==> src/rtl/rio_pkg.sv <==
// Shared definitions for the RIO output path.
//   out_state_e : output conditioner state encoding (OFF / ON / FAULT)
//   fits_width  : true when a value is representable in an unsigned field of the given width
package rio_pkg;

  typedef enum logic [1:0] {
    OUT_OFF   = 2'd0,
    OUT_ON    = 2'd1,
    OUT_FAULT = 2'd2
  } out_state_e;

  function automatic logic fits_width(input int unsigned value, input int unsigned width);
    if (width >= 32) begin
      return 1'b1;
    end
    return (value >> width) == 0;
  endfunction

endpackage

==> src/rtl/dwell_counter.sv <==
// Saturating up-counter used to time how long the output has been in its current state.
// Ports:
//   clk   : system clock
//   rst_n : asynchronous active-low reset, clears the count
//   clear : synchronous clear, takes priority over counting
//   count : current count, holds at all-ones instead of wrapping
module dwell_counter #(
  parameter int unsigned WIDTH = 16
) (
  input  logic             clk,
  input  logic             rst_n,
  input  logic             clear,
  output logic [WIDTH-1:0] count
);

  logic [WIDTH-1:0] count_q;

  always_ff @(posedge clk or negedge rst_n) begin
    if (!rst_n) begin
      count_q <= '0;
    end else if (clear) begin
      count_q <= '0;
    end else if (count_q != {WIDTH{1'b1}}) begin
      count_q <= count_q + 1'b1;
    end
  end

  assign count = count_q;

endmodule

==> src/rtl/output_dwell.sv <==
// Output-side conditioner for a digital output pin (relay, solenoid, spindle enable).
// Enforces minimum on/off dwell times, an optional max-on watchdog with a latched fault, and
// optional pin inversion for sink drivers.
// Ports:
//   clk        : system clock
//   rst_n      : asynchronous active-low reset
//   SIGNAL     : requested output level (1 = active)
//   fault_clr  : single-cycle request to clear a latched watchdog fault
//   SIGNAL_out : registered physical pin drive
//   busy       : request differs from current state but is held off by a dwell
//   fault      : watchdog fault latched
module output_dwell
  import rio_pkg::*;
#(
  parameter int unsigned WIDTH   = 16,
  parameter int unsigned MIN_ON  = 1000,
  parameter int unsigned MIN_OFF = 1000,
  parameter int unsigned MAX_ON  = 0,
  parameter int unsigned INVERT  = 1
) (
  input  logic clk,
  input  logic rst_n,
  input  logic SIGNAL,
  input  logic fault_clr,
  output logic SIGNAL_out,
  output logic busy,
  output logic fault
);

  if (!fits_width(MIN_ON, WIDTH)) begin : gen_chk_min_on
    $error("output_dwell: MIN_ON does not fit in WIDTH bits");
  end
  if (!fits_width(MIN_OFF, WIDTH)) begin : gen_chk_min_off
    $error("output_dwell: MIN_OFF does not fit in WIDTH bits");
  end
  if (!fits_width(MAX_ON, WIDTH)) begin : gen_chk_max_on
    $error("output_dwell: MAX_ON does not fit in WIDTH bits");
  end

  localparam logic [WIDTH-1:0] MinOnC  = WIDTH'(MIN_ON);
  localparam logic [WIDTH-1:0] MinOffC = WIDTH'(MIN_OFF);
  localparam logic [WIDTH-1:0] MaxOnC  = WIDTH'(MAX_ON);
  localparam logic             WdogEn  = (MAX_ON != 0);
  localparam logic             InvC    = (INVERT != 0);

  out_state_e       state_q, state_d;
  logic             req_q;
  logic             pin_q;
  logic             cnt_clear;
  logic [WIDTH-1:0] cnt;

  dwell_counter #(
    .WIDTH (WIDTH)
  ) u_dwell_counter (
    .clk   (clk),
    .rst_n (rst_n),
    .clear (cnt_clear),
    .count (cnt)
  );

  // Transition decisions all use the registered request and the pre-edge count.
  always_comb begin
    state_d = state_q;
    unique case (state_q)
      OUT_OFF: begin
        if (req_q && (cnt >= MinOffC)) begin
          state_d = OUT_ON;
        end
      end
      OUT_ON: begin
        // Watchdog expiry beats a simultaneous request drop.
        if (WdogEn && (cnt >= MaxOnC)) begin
          state_d = OUT_FAULT;
        end else if (!req_q && (cnt >= MinOnC)) begin
          state_d = OUT_OFF;
        end
      end
      OUT_FAULT: begin
        // Clearing while still requested is ignored so the load cannot auto-restart.
        if (fault_clr && !req_q) begin
          state_d = OUT_OFF;
        end
      end
      default: begin
        state_d = OUT_OFF;
      end
    endcase
  end

  // Every state change restarts the dwell timer, including FAULT -> OFF.
  assign cnt_clear = (state_d != state_q);

  always_ff @(posedge clk or negedge rst_n) begin
    if (!rst_n) begin
      state_q <= OUT_OFF;
      req_q   <= 1'b0;
      pin_q   <= InvC;
    end else begin
      state_q <= state_d;
      req_q   <= SIGNAL;
      pin_q   <= (state_d == OUT_ON) ^ InvC;
    end
  end

  assign SIGNAL_out = pin_q;
  assign fault      = (state_q == OUT_FAULT);
  assign busy       = ((state_q == OUT_OFF) && req_q && (cnt < MinOffC)) ||
                      ((state_q == OUT_ON) && !req_q && (cnt < MinOnC));

endmodule

==> config.mk <==
export PLATFORM = sky130hd
export DESIGN_NAME = output_dwell
export DESIGN_NICKNAME = d
export VERILOG_FILES = /design/src/rtl/rio_pkg.sv /design/src/rtl/dwell_counter.sv /design/src/rtl/output_dwell.sv
export SDC_FILE = /design/constraint.sdc
export NUM_CORES = 1
export LEC_CHECK = 0
export CORE_AREA = 2 2 54 56
export DETAILED_ROUTE_END_ITERATION = 16
export DIE_AREA = 0 0 56 58
export GPL_ROUTABILITY_DRIVEN = 0
export GPL_TIMING_DRIVEN = 0
export HOLD_SLACK_MARGIN = 0.12
export SETUP_SLACK_MARGIN = 0.15
export SKIP_CTS_REPAIR_TIMING = 1
export SLEW_MARGIN = 20
export SYNTH_ARGS = -nofsm -noshare
export SYNTH_HDL_FRONTEND = slang
export SYNTH_SLANG_ARGS = --single-unit
==> constraint.sdc <==
create_clock -name clk -period 4 [get_ports clk]
set_clock_uncertainty 0.05 [all_clocks]
set_input_delay 0.8 -clock clk [delete_from_list [all_inputs] [get_ports clk]]
set_output_delay 0.8 -clock clk [all_outputs]
set_load 0.05 [all_outputs]
Word level (Yosys, flattened, before mapping)
Cells that the tools add are included.
Operators by class
  add/sub/neg operators: 1
  order comparisons: 2
  equal/unequal tests: 5
  mux-type cells: 6
  bitwise gates (word level): 1
  reductions and logical operators: 11
Operator list (count)
  $mux W16: 2
  $add A16 B1 Y16 const B: 1
  $ge A16 B10 Y1 const B: 1
  $lt A16 B10 Y1 const B: 1
  $ne A16 B16 Y1 const B: 1
  $logic_and A1 B1 Y1: 7
  $mux W2: 3
  $pmux W2 S3: 1
  $eq A2 B1 Y1 const B: 2
  $eq A2 B2 Y1 const B: 1
  $logic_not A2 Y1: 1
  $ne A2 B2 Y1: 1
  $reduce_bool A2 Y1: 1
  $logic_not A1 Y1: 1
  $logic_or A1 B1 Y1: 1
  $not A1 Y1: 1
Storage, ports and cells
  register bits after elaboration: 20
  output and inout bits: 3
  word-level logic and storage cells: 30

Longest topological paths before layout
Gate-level depths: netlist of run 1.
  depth in word-level cells: 6
  depth in mapped cells: 5

Cells and area by module
Synthesis of run 1 repeated with hierarchy kept, for this count alone.
Unflattened totals
  cell total of the unflattened synthesis: 117
  area, all modules: 1188.6 um^2
Modules (own cells, without submodules)
  dwell_counter: instances 1, cells each 96, area an instance 940.9 um^2
  output_dwell: instances 1, cells each 21, area an instance 247.7 um^2

Worst setup path after synthesis of run 1
Ideal clock, no wire load.
  kind: reg2out
  start point: register u_dwell_counter.count_q[10] (netlist: u_dwell_counter.count[10])
  end point: output busy
  data arrival time: 1.949 ns
  required time: 3.150 ns
  setup slack: 1.201 ns
  stages on the path, launching flop included: 4
  buffers on the path: 0
  cells stage by stage: dfrtp_1 nor4_1 o211ai_1 nor3_1
Between the ends
  word-level cells in the longest chain between the ends: 3
  elaborated cells between the ends (all ways): 4
Ends and longest elaborated chain
  start: declaration: line dwell_counter.sv:16  | logic [WIDTH-1:0] count_q;
  start signal: assignment: line dwell_counter.sv:24  | count_q <= count_q + 1'b1;
  $lt A16 B10 Y1 (*): line output_dwell.sv:107, output_dwell.sv:108
  $logic_and A1 B1 Y1 (on tied branches): line output_dwell.sv:107, output_dwell.sv:108
  $logic_or A1 B1 Y1 (*): line output_dwell.sv:107  | assign busy = ((state_q == OUT_OFF) && req_q && (cnt < MinOffC)) ||
  end: declaration: line output_dwell.sv:26  | output logic busy,
Mark *: on every way between the ends. The rest lies on a longest branch, timed or not.

Final worst setup path of run 1
Same ends and word-level chain as after synthesis.

==> flow_summary.json, run 1 <==
{
  "vias": 929,
  "syn_nets": 122,
  "h-tree-depth": 1,
  "reg2reg_slack_ns": 2.00,
  "yosysSeqAreaShare": 0.4451,
  "timing.final.crit_share": 0.7792,
  "yosys_most_used_dff": "dfrtp_1",
  "yosys_register_bits": 20,
  "grt_start_max_net_pins": 21,
  "fin_crit_ns": 3.117,
  "routedWlPerCell_um": 14.50,
  "place_hpwl_um": 1607,
  "drt_first_pass_iters": 4,
  "status": "completed",
  "critPathLaunch": "u_dwell_counter.count[10]",
  "hold_viol": 0,
  "timing.rr.end": "u_dwell_counter.count[10]",
  "end_kind": "output port",
  "rsz0062_at_grt": "false",
  "hold_depth": 1,
  "fillCellCount": 268,
  "cp_data_arrival_time_ns": 2.27,
  "power-per-cell-area_nw_per_um2": 579.9,
  "die_width_um": 56,
  "start_kind": "flip-flop",
  "r2r_cells": 5,
  "synth_cell_type_count": 36,
  "ys_warn_count": 0,
  "r2r-start": "u_dwell_counter.count[1]",
  "synth-xor-area-share": 0.01554,
  "io_buffers": 6,
  "yosys.area_share.simple": 0.3030,
  "power.leakage_nw": 0.5103,
  "synth_compound_gate_area_share": 0.1476,
  "setup_tns_ns": 0,
  "synth_top_family_by_area": "simple AND/OR/NAND/NOR gates",
  "die_h_um": 58,
  "vdd.ir_drop.worst_mv": 0.3211,
  "syn_area_um2": 1127,
  "cts.sinks": 20,
  "min-delay-path-class": "reg -> reg",
  "synth_adder_area_share": 0.02220,
  "cp.required_ns": 3.15,
  "layout_setup_ws_ns": 0.8831,
  "final_layout_size_suffix_gt1_frac": 0.1270,
  "drtIter0Drc": 17,
  "cts_tree": "built",
  "clk-insertion-delay-late_ns": 0.31,
  "drv_slew": 0,
  "setup_viol_count_final": 0,
  "critical_path.endpoint": "busy",
  "antenna_left": 0,
  "timing.fmax_ghz": 0.3208,
  "core_area_um2": 2663,
  "rows": 19,
  "async_flop_share": 1.000,
  "start_util": 0.4234,
  "clk_pin_slew_ns": 0.12,
  "grtUsageTotal": 0.1625,
  "grt_pass1_vias": 916,
  "die_area_um2": 3248,
  "cts_root_buf": "clkbuf_4",
  "antenna_cells": 0,
  "grt-ovfl-total": 0,
  "finalNetCount": 133,
  "cap_violations": 0,
  "cts_inserted_buffers": 3,
  "critical_path_peak_fanout": 6,
  "antenna_found_initial": 0,
  "synth_cells": 116,
  "wl_um": 2276,
  "syn2layout_area_growth_pct": 13.43,
  "crit_type": "reg -> out",
  "routed_via_density": 5.917,
  "pre_cts_slack_ns": 1.207,
  "slew_headroom": 0.4154,
  "cts_max_path_buffers": 2,
  "muxShareOfSynthArea": 0.03552,
  "syn_avg_cell_area_um2": 9.718,
  "hp-start": "state_q[1]",
  "worst_pin_slew_ns": 0.8742,
  "grt_pass1_wl_um": 4188,
  "synth_edf_count": 0,
  "num_io_pins": 7,
  "route.detailed.drc": 0
}
-- where the power goes --
group	switching, mW	internal [mW]
Combinational	0.145	0.0961
Sequential	0.0749	0.259
Clock	0.0655	0.101
-- sequential cells by signal (all words and copies together), names as in the netlist --
| register | count |
|---|---|
| state_q | 2 |
| req_q | 1 |
| SIGNAL_out | 1 |
| u_dwell_counter.count | 16 |
-- Yosys cell counts, types with 2 or more instances --
cell,number,area share
nand3_1,4,0.018
xnor2_1,2,0.016
ha_1,2,0.022
mux2i_1,4,0.036
nand2_1,6,0.020
or3_1,2,0.011
a31oi_1,2,0.011
a211oi_1,4,0.027
a21oi_1,7,0.031
o211ai_1,2,0.013
dfrtp_1,19,0.42
nor2b_1,3,0.017
o21ai_0,2,0.0089
or4_1,4,0.027
nor3_1,7,0.031
nand4_2,2,0.022
nand4_1,4,0.022
o31ai_1,6,0.040
inv_1,5,0.017
nor2_1,13,0.043
-- critical path, cell delays in order (launching register included) --
cell,delay (ns)
dfrtp_1,0.44
nor4_1,0.29
o211ai_1,0.21
nor3_1,0.20
clkdlybuf4s50_1,0.82
-- metrics by stage --
step | power, mW | hold slack, ns | utilization | std cells | area [um2]
2_1_floorplan | 0.5047 | 0.4120 | - | 116 | 1127
4_1_cts | 0.7493 | 0.4754 | 0.4803 | 157 | 1279
5_1_grt | 0.7943 | 0.5274 | 0.4803 | 157 | 1279
3_3_place_gp | 0.5717 | 0.4457 | 0.4605 | 153 | 1226
6_report | 0.7416 | 0.4724 | 0.4803 | 157 | 1279
3_5_place_dp | 0.5784 | 0.4564 | 0.4605 | 153 | 1226
-- logic make-up (layout without fill, tap and decap cells) --
| logic type | after synthesis | count (layout) |
|---|---|---|
| AO/OA/AOI/OAI | 25 | 25 |
| XOR/XNOR | 2 | 2 |
| adder cells (fa/ha/maj) | 2 | 2 |
| buffers and inverters | 7 | 17 |
| flip-flops | 20 | 20 |
| multiplexers | 4 | 4 |
| AND/OR/NAND/NOR | 56 | 56 |
-- area by class of cell --
| class | instances | area [um2] | share of cell area |
|---|---|---|---|
| multi-input cells | 89 | 590.6 | 0.4618 |
| clock inverters | 1 | 30.03 | 0.02348 |
| repair buffers | 6 | 60.06 | 0.04697 |
| well taps | 31 | 38.79 | 0.03033 |
| flip-flops and latches | 20 | 501.7 | 0.3924 |
| inverters | 5 | 18.77 | 0.01468 |
| clock buffers | 3 | 22.52 | 0.01761 |
| plain buffers | 2 | 16.27 | 0.01272 |
-- worst min path at each step --
stage                      end
CTS                 state_q[0]
finish              state_q[0]
floorplan           state_q[0]
global placement    state_q[0]
global route        state_q[0]
detailed placement  state_q[0]
-- cell usage in the layout (no fill, tap or decap), types with 5 or more instances in the layout --
cell / netlist / final
o31ai_1: 6 / 6
dfrtp_1: 19 / 19
nor2_1: 13 / 13
a21oi_1: 7 / 7
clkdlybuf4s50_1: 0 / 6
inv_1: 5 / 5
nand2_1: 6 / 6
nor3_1: 7 / 7
-- layer usage --
metal	GRT usage	share of wire	vias to the layer above
met5	0	0	-
met4	0.06463	0.0079	0
met3	0.02009	0.033	2
met2	0.2622	0.47	13
met1	0.2241	0.49	455
li1	-	-	459
(Power assumes the default switching activity.)
==> run 2, diff against run 1 <==
==> constraint.sdc (replaced) <==
create_clock -name clk -period 3.23 [get_ports clk]
set_clock_uncertainty 0.05 [all_clocks]
set_input_delay 0.646 -clock clk [delete_from_list [all_inputs] [get_ports clk]]
set_output_delay 0.646 -clock clk [all_outputs]
set_load 0.05 [all_outputs]
==> flow_summary.json, run 2 (synthesized netlist as in run 1, its figures left out) <==
{
  "antenna_found_initial": 0,
  "route.detailed.drc": 0,
  "drt_first_pass_iters": 4,
  "power.leakage_nw": 0.5208,
  "cts.sinks": 20,
  "place_hpwl_um": 1607,
  "routed_via_density": 5.917,
  "io_buffers": 6,
  "fin_crit_ns": 2.566,
  "cp.required_ns": 2.53,
  "antenna_cells": 0,
  "largest_reg_flops": 16,
  "final_layout_size_suffix_gt1_frac": 0.1270,
  "power-per-cell-area_nw_per_um2": 715.7,
  "core_area_um2": 2663,
  "start_util": 0.4234,
  "drv_slew": 0,
  "vias": 929,
  "rows": 19,
  "h-tree-depth": 1,
  "rsz0062_at_grt": "false",
  "grt-ovfl-total": 0,
  "min-delay-path-class": "reg -> reg",
  "cts_root_buf": "clkbuf_4",
  "setup_tns_ns": 0,
  "cp_data_arrival_time_ns": 1.87,
  "drtIter0Drc": 17,
  "layout_commonest_cell": "dfrtp_1",
  "layout_common_cells": "dfrtp_1 (19), nor2_1 (13), nor3_1 (7), a21oi_1 (7)",
  "timing.final.crit_share": 0.7943,
  "worst_pin_slew_ns": 0.8742,
  "r2r_cells": 5,
  "syn2layout_area_growth_pct": 13.65,
  "finalNetCount": 133,
  "vdd.ir_drop.worst_mv": 0.3977,
  "cap_violations": 0,
  "utilization": 0.4812,
  "grt_pass1_vias": 916,
  "die_h_um": 58,
  "crit_type": "reg -> out",
  "die_area_um2": 3248,
  "grt_start_max_net_pins": 21,
  "critical_path_peak_fanout": 6,
  "cts_inserted_buffers": 3,
  "die_width_um": 56,
  "setup_viol_count_final": 0,
  "clk_pin_slew_ns": 0.12,
  "timing.fmax_ghz": 0.3898,
  "antenna_left": 0,
  "grtUsageTotal": 0.1625,
  "hold_depth": 1,
  "end_kind": "output port",
  "cts_max_path_buffers": 2,
  "wl_um": 2277,
  "hold_viol": 0,
  "start_kind": "flip-flop",
  "cts_tree": "built",
  "grt_pass1_wl_um": 4188,
  "status": "completed",
  "num_io_pins": 7,
  "clk-insertion-delay-late_ns": 0.31,
  "slew_headroom": 0.4154,
  "routedWlPerCell_um": 14.50
}
run 2: per-stage QoR:
step	instance area, um2	setup WS, ns	total power [mW]	cells	hold WS (ns)
6_report	1281	0.6645	0.9170	157	0.4723
5_1_grt	1281	0.4544	0.9818	157	0.5274
4_1_cts	1279	0.2443	0.9279	157	0.4754
3_5_place_dp	1226	0.5913	0.7163	153	0.4564
3_3_place_gp	1226	0.5766	0.7079	153	0.4457
2_1_floorplan	1127	0.5852	0.6250	116	0.3004
run 2: cell type report:
| cell class | instances | area (um2) |
|---|---|---|
| well taps | 31 | 38.79 |
| flip-flops and latches | 20 | 501.7 |
| clock buffers | 3 | 22.52 |
| fillers | 267 | 1381 |
| multi-input cells | 89 | 590.6 |
| clock inverters | 1 | 30.03 |
| plain buffers | 2 | 16.27 |
| inverters | 5 | 18.77 |
| repair buffers | 6 | 62.56 |
run 2: final timing paths:
kind / start / end / slack, ns
setup reg to reg: u_dwell_counter.count[1] / u_dwell_counter.count[10] / 1.23
min in group asynchronous: rst_n / u_dwell_counter.count[15] / 0.77
hold / removal: state_q[1] / state_q[0] / 0.47
setup / recovery: u_dwell_counter.count[10] / busy / 0.66
hold reg to reg: state_q[1] / state_q[0] / 0.47
max in group asynchronous: rst_n / u_dwell_counter.count[0] / 1.82
run 2: critical path: stages (launching register included):
cell and delay (ns):
dfrtp_1 0.44, nor4_1 0.29, o211ai_1 0.21, nor3_1 0.19, dlymetal6s2s_1 0.44
run 2: routing by layer:
layer / global-route usage / vias up / part of all wire
li1: - / 459 / -
met1: 0.2241 / 455 / 0.49
met2: 0.2622 / 13 / 0.47
met3: 0.02009 / 2 / 0.032
met4: 0.06463 / 0 / 0.0079
met5: 0 / - / 0
run 2: where the power goes:
group          leakage [nW]  internal, mW  switching, mW  total, mW
combinational         0.233         0.118          0.179      0.297
clock                0.0279         0.125         0.0811      0.207
sequential            0.260         0.320         0.0928      0.413
==> patch 1 (flow settings as in run 2) <==
Register the outputs `busy` and `fault`, without a reset; this adds one clock of latency there. The other outputs are not delayed to match. Comments in the files are not updated.
--- a/src/rtl/output_dwell.sv
+++ b/src/rtl/output_dwell.sv
@@ -103,9 +103,10 @@
   end
 
   assign SIGNAL_out = pin_q;
-  assign fault      = (state_q == OUT_FAULT);
-  assign busy       = ((state_q == OUT_OFF) && req_q && (cnt < MinOffC)) ||
-                      ((state_q == OUT_ON) && !req_q && (cnt < MinOnC));
+  always_ff @(posedge clk) begin
+    busy  <= ((state_q == OUT_OFF) && req_q && (cnt < MinOffC)) || ((state_q == OUT_ON) && !req_q && (cnt < MinOnC));
+    fault <= (state_q == OUT_FAULT);
+  end
 
 endmodule
 
Behaviour: not the same (Yosys sat finds a counterexample within 4 cycles, from zero or initial values and one cycle with rst_n low).
==> patch 1 against run 2 <==
  * Final area grew 0.88%
  * Setup slack better by 240 ps
  * Wire length shrank 1.8%
  * Maximum frequency grew 11%
  * Count of clock-buffer cells in the layout rose by 1
  * Hold slack got worse by 3.5 ps
  * Total power decreased by 6.8%
  * Global-route usage up 0.079 points
  * Sequential cell count is 2 higher
  * Combinational power decreased by 4%
  * Area after synthesis increased by 3.6%
  * Critical path type unchanged
  * Largest power group unchanged
==> patch 1: results (changes against run 2) <==
- Tracing the worst setup path back leads to its startpoint at SIGNAL_out.
- The CTS root buffer is clkbuf_4.
- The sequential fraction of total cell area is 0.4192 (+0.02757).
- The first-pass GRT wire length is 4181 um (-0.17%).
- The number of synthesized register bits is 22 (+10%).
- The routed length on met1 came to 1045 um (-6.5%).
- The via count of the first global-routing pass is 919 (+0.33%).
- The later pin in the worst-skew pair is clocked with a latency of 300 ps.
- By area the synthesized netlist is led by dfrtp_1 41%, nor2_1 4.2%, o31ai_1 3.9%.
- The detailed router's first-iteration violation count is 24 (+7).
- The via density per instance is 5.818 (-1.7%).
- The worst-case vdd ir drop came to 0.0004468 V (+12%).
- The sequential area share after synthesis was 0.4641 (+0.01903).
- The mean routed wirelength per cell is 14.06 um (-3.0%).
- The number of filler cells placed in the layout is 250 (-6.4%).
- The met3 layer wire length in the routed design is 86 um (+16%).
- The clock buffer count in the final layout is 4 (+1).
- The number of different library cells in the post-synthesis netlist was 37 (+2.8%).
- The stage delay of the slowest cell on the critical path was 790 ps (+350 ps).
- The highest net fanout along the worst path is 1 (-5).
- The minimum setup slack after placement is 1013 ps (+421.6 ps).
- The async set-or-reset flop fraction in the synthesized netlist was 0.9091 (-0.09091).
- The switching power summed over all nets is 339.4 uW (-3.8%).
- The share of total power in the clock network was 0.148 (-0.077).
- The met2 routed wirelength was 1063 um (-0.19%).
- The slew at the pin closest to its max-slew limit came to 884.0 ps (+9.816 ps).
- The fraction of final layout cells sized beyond drive strength 1 was 0.1172 (-0.009797).
- The met2 usage is 0.2689 (+0.006723).
- Grouping stages by cell kind, the critical path spends the most delay in buffers and inverters.
- The sequential-cell power consumption is 444 uW (+7.5%).
- The data arrival time of the critical path is 1630 ps (-240 ps).
- The buffer share of cell area came to 0.05905 (-0.002472).
- The hold-critical path endpoint is state_q[0].
- The flow ran to the end, and the final reports show no timing, DRC or antenna violations.
- In this run the worst setup path terminates at SIGNAL_out.
- The number of ordinary and repair buffers in the finished layout was 8 (unchanged).
- The synthesized net count was 124 (+1.6%).
- The static power due to leakage is 0.0005138 uW (-1.3%).
- For this design, the slowest cell found on the critical path is clkdlybuf4s50_1.
- The final-layout clock-cell area share is 0.02033 (-0.02069).
- The overall global routing resource usage is 0.1633 (+0.0007853).
- The met3 track utilization from global routing was 0.02679 (+0.006696).
- The TritonCTS buffer count was 3 (unchanged).
- The met1 track demand over resource in global routing is 0.2140 (-0.01013).
- The placed wire-length estimate after detailed placement came to 1654 um (+3.0%).
- The period utilization is 0.7187 (-0.07560).
- The depth of the CTS H-tree was 1 (unchanged).
patch 1: metrics by stage:
stage / hold WS, ps / instance area [um^2] / instances / power, uW
floorplan: 300.4 / 1167 / 118 / 647.9
global placement: 443.1 / 1266 / 155 / 724.4
detailed placement: 449.5 / 1266 / 155 / 739.1
CTS: 467.1 / 1292 / 159 / 866.6
global route: 502.3 / 1292 / 159 / 928.6
finish: 468.8 / 1292 / 159 / 854.8
patch 1: kinds of logic (layout without fill, tap and decap cells):
logic type / count (synthesis) / count (layout) / share of synthesized area
adders and majority gates: 2 / 2 / 0.02143
buffers and inverters: 7 / 17 / 0.03001
and+or+nand+nor: 56 / 56 / 0.2926
AOI/OAI and AO/OA: 25 / 25 / 0.1425
xor gates and xnor gates: 2 / 2 / 0.01501
muxes: 4 / 4 / 0.03430
DFF: 22 / 22 / 0.4641
patch 1: worst register-to-register path: cells and delay by family (launching register included):
kind | cells | cell delay, ps
compound gates | 1 | 150
flops | 1 | 440
fa+ha+maj | 1 | 310
simple gates | 3 | 1000
==> patch 2 (flow settings as in run 2) <==
Without the edit above. Change the parameter `INVERT` from 1 to 0.
--- a/src/rtl/output_dwell.sv
+++ b/src/rtl/output_dwell.sv
@@ -16,7 +16,7 @@
   parameter int unsigned MIN_ON  = 1000,
   parameter int unsigned MIN_OFF = 1000,
   parameter int unsigned MAX_ON  = 0,
-  parameter int unsigned INVERT  = 1
+  parameter int unsigned INVERT  = 0
 ) (
   input  logic clk,
   input  logic rst_n,
Check against the original RTL: not equivalent (Yosys sat finds a counterexample within 4 cycles, from zero or initial values and one cycle with rst_n low).
==> patch 2 against run 2 <==
  * Setup slack got worse by 37 ps
  * Wire length rose by 4.0%
  * Final area fell by 0.49%
  * Area after synthesis rose by 0.89%
  * Hold slack improved by 1.3 ps
  * Clock power fell by 26%
  * Total power fell by 8.1%
  * Die area did not move
  * Largest cell class unchanged
  * Final cell count rose by 2.5%
  * Sequential cell count did not move
  * Highest routed layer unchanged
==> patch 2: results (changes against run 2) <==
- The number of different library cells in the post-synthesis netlist is 38 (+5.6%).
- The slew at the pin closest to its max-slew limit is 917.1 ps (+42.86 ps).
- The data arrival time of the critical path was 1910 ps (+40 ps).
- The sequential area share after synthesis is 0.4400 (-0.005017).
- The cell with the largest stage delay on the worst path is dfrtp_1.
- The clock-pin transition on the worst setup and hold timing paths is 130 ps.
- The maximum number of pins on one net before global-route repair is 21 (unchanged).
- The highest net fanout along the worst path is 5 (-1).
- The tightest min-delay check is of the reg2reg type.
- The via count of the first global-routing pass is 915 (-0.11%).
- The flip-flop count of the largest register after layout was 16 (unchanged).
- The mean routed wirelength per cell is 14.70 um (+1.4%).
- The number of antenna violations at the first check in global routing is 0 (unchanged).
- The first-pass GRT wire length was 4264 um (+1.8%).
- After synthesis, the most frequently instantiated cells are 20 x dfrtp_1, 16 x nor2_1, 8 x nor3_1, 7 x a21oi_1.
- The path with the worst hold slack has its endpoint at SIGNAL_out.
- The cell sitting at the root of the clock tree is a clkbuf_4.
- The overall global routing resource usage was 0.1671 (+0.004673).
- The net total in the final layout is 137 (+3.0%).
- The worst hold path cell count came to 1 (unchanged).
- On the critical path the largest part of the delay comes from simple AND/OR/NAND/NOR gates.
- The synthesized net count is 126 (+3.3%).
- The slack of the worst reg-to-reg path is 1330 ps (+100 ps).
- The placed wire-length estimate after detailed placement is 1671 um (+4.0%).
- The later-pin clock latency in the skew report is 310 ps (about the same).
- The maximum root-to-sink buffer count is 2 (unchanged).
- Ranked by total cell area, the synthesized netlist is headed by dfrtp_1 44%, nor2_1 5.3%, nor3_1 3.5%.
- The origin of the critical flop-to-flop path is u_dwell_counter.count[8].
- The stage delay of the slowest cell on the critical path is 450 ps.
- The yosys synthesis warning count is 0 (unchanged).
- The depth of the worst register-to-register path is 4 (-1).
- The number of port buffers is 6 (unchanged).
- The async set-or-reset flop fraction in the synthesized netlist was 1.000 (unchanged).
- The worst register-to-register path ends at u_dwell_counter.count[15].
- The TritonCTS buffer count is 3 (unchanged).
- The number of detailed-route iterations in the first pass is 5 (+1).
- The number of antenna diodes came to 0 (unchanged).
- The detailed router's first-iteration violation count was 51 (+34).
- The number of vias after detailed routing is 979 (+5.4%).
- The static power due to leakage is 0.0005191 uW (-0.33%).
- The worst-case vdd ir drop was 0.0004372 V (+9.9%).
- In this run the most critical hold path is launched from state_q[1].
- The depth of the CTS H-tree is 1 (unchanged).
- The run finished with clean final reports.
- The number of filler cells placed in the layout is 263 (-1.5%).
- The fraction of final layout cells sized beyond drive strength 1 is 0.1231 (-0.003907).
patch 2: changes by cell type after synthesis, moves of 2 or more:
cell and change:
o31ai_1 -5, nor4_1 +4, or4_1 -4, a211oi_1 -3, inv_1 -3, nor2_1 +3
o21ai_0 +3, o41ai_1 +2
patch 2: through the flow:
step           setup slack (ps)  cells  hold slack, ps    util  instance area [um^2]
2_1_floorplan             582.9    120           300.4       -                  1137
3_3_place_gp              545.4    157           459.2  0.4643                  1236
3_5_place_dp              578.6    157           470.9  0.4643                  1236
4_1_cts                   221.7    161           482.2  0.4779                  1272
5_1_grt                   377.4    161           514.2  0.4789                  1275
6_report                  627.3    161           473.6  0.4789                  1275
patch 2: final cells by class:
cell class,instances,area [um^2],share of cell area
tap,31,38.79,0.03042
clock buffer,4,36.28,0.02846
multi-input combinational,95,601.8,0.4720
timing repair buffer,6,62.56,0.04907
sequential,20,500.5,0.3925
inverter,2,7.507,0.005888
buffer,3,27.53,0.02159
patch 2: power by group:
part | switching, uW | total (uW) | internal, uW
clock network | 85.4 | 154 | 68.9
logic | 180 | 300 | 121
registers | 77.3 | 388 | 311
patch 2: logic make-up (layout without fill, tap and decap cells):
group | count (synthesis) | count (layout) | synth area share
AO/OA/AOI/OAI | 24 | 24 | 0.1353
XOR/XNOR | 3 | 3 | 0.02311
adder cells (fa/ha/maj) | 2 | 2 | 0.02200
buffers and inverters | 5 | 15 | 0.03080
flip-flops | 20 | 20 | 0.4400
multiplexers | 3 | 3 | 0.02640
AND/OR/NAND/NOR | 63 | 63 | 0.3223
patch 2: metal layers:
| metal | GRT usage | up-vias | routed length (um) | share of wire |
|---|---|---|---|---|
| met1 | 0.2229 | 460 | 1099 | 0.46 |
| met5 | 0 | - | 0 | 0 |
| met3 | 0.03571 | 5 | 163 | 0.069 |
| li1 | - | 471 | - | - |
| met2 | 0.2706 | 43 | 1064 | 0.45 |
| met4 | 0.06122 | 0 | 39 | 0.016 |
patch 2: worst max-delay path by stage:
stage	start	endpoint	slack, ps	depth (start not counted)
after floorplan	u_dwell_counter.count[10]	busy	580	3
after global placement	u_dwell_counter.count[10]	busy	550	4
after detailed placement	u_dwell_counter.count[5]	busy	580	5
after CTS	u_dwell_counter.count[10]	busy	220	4
after global routing	u_dwell_counter.count[10]	busy	380	4
final	u_dwell_counter.count[10]	busy	630	4
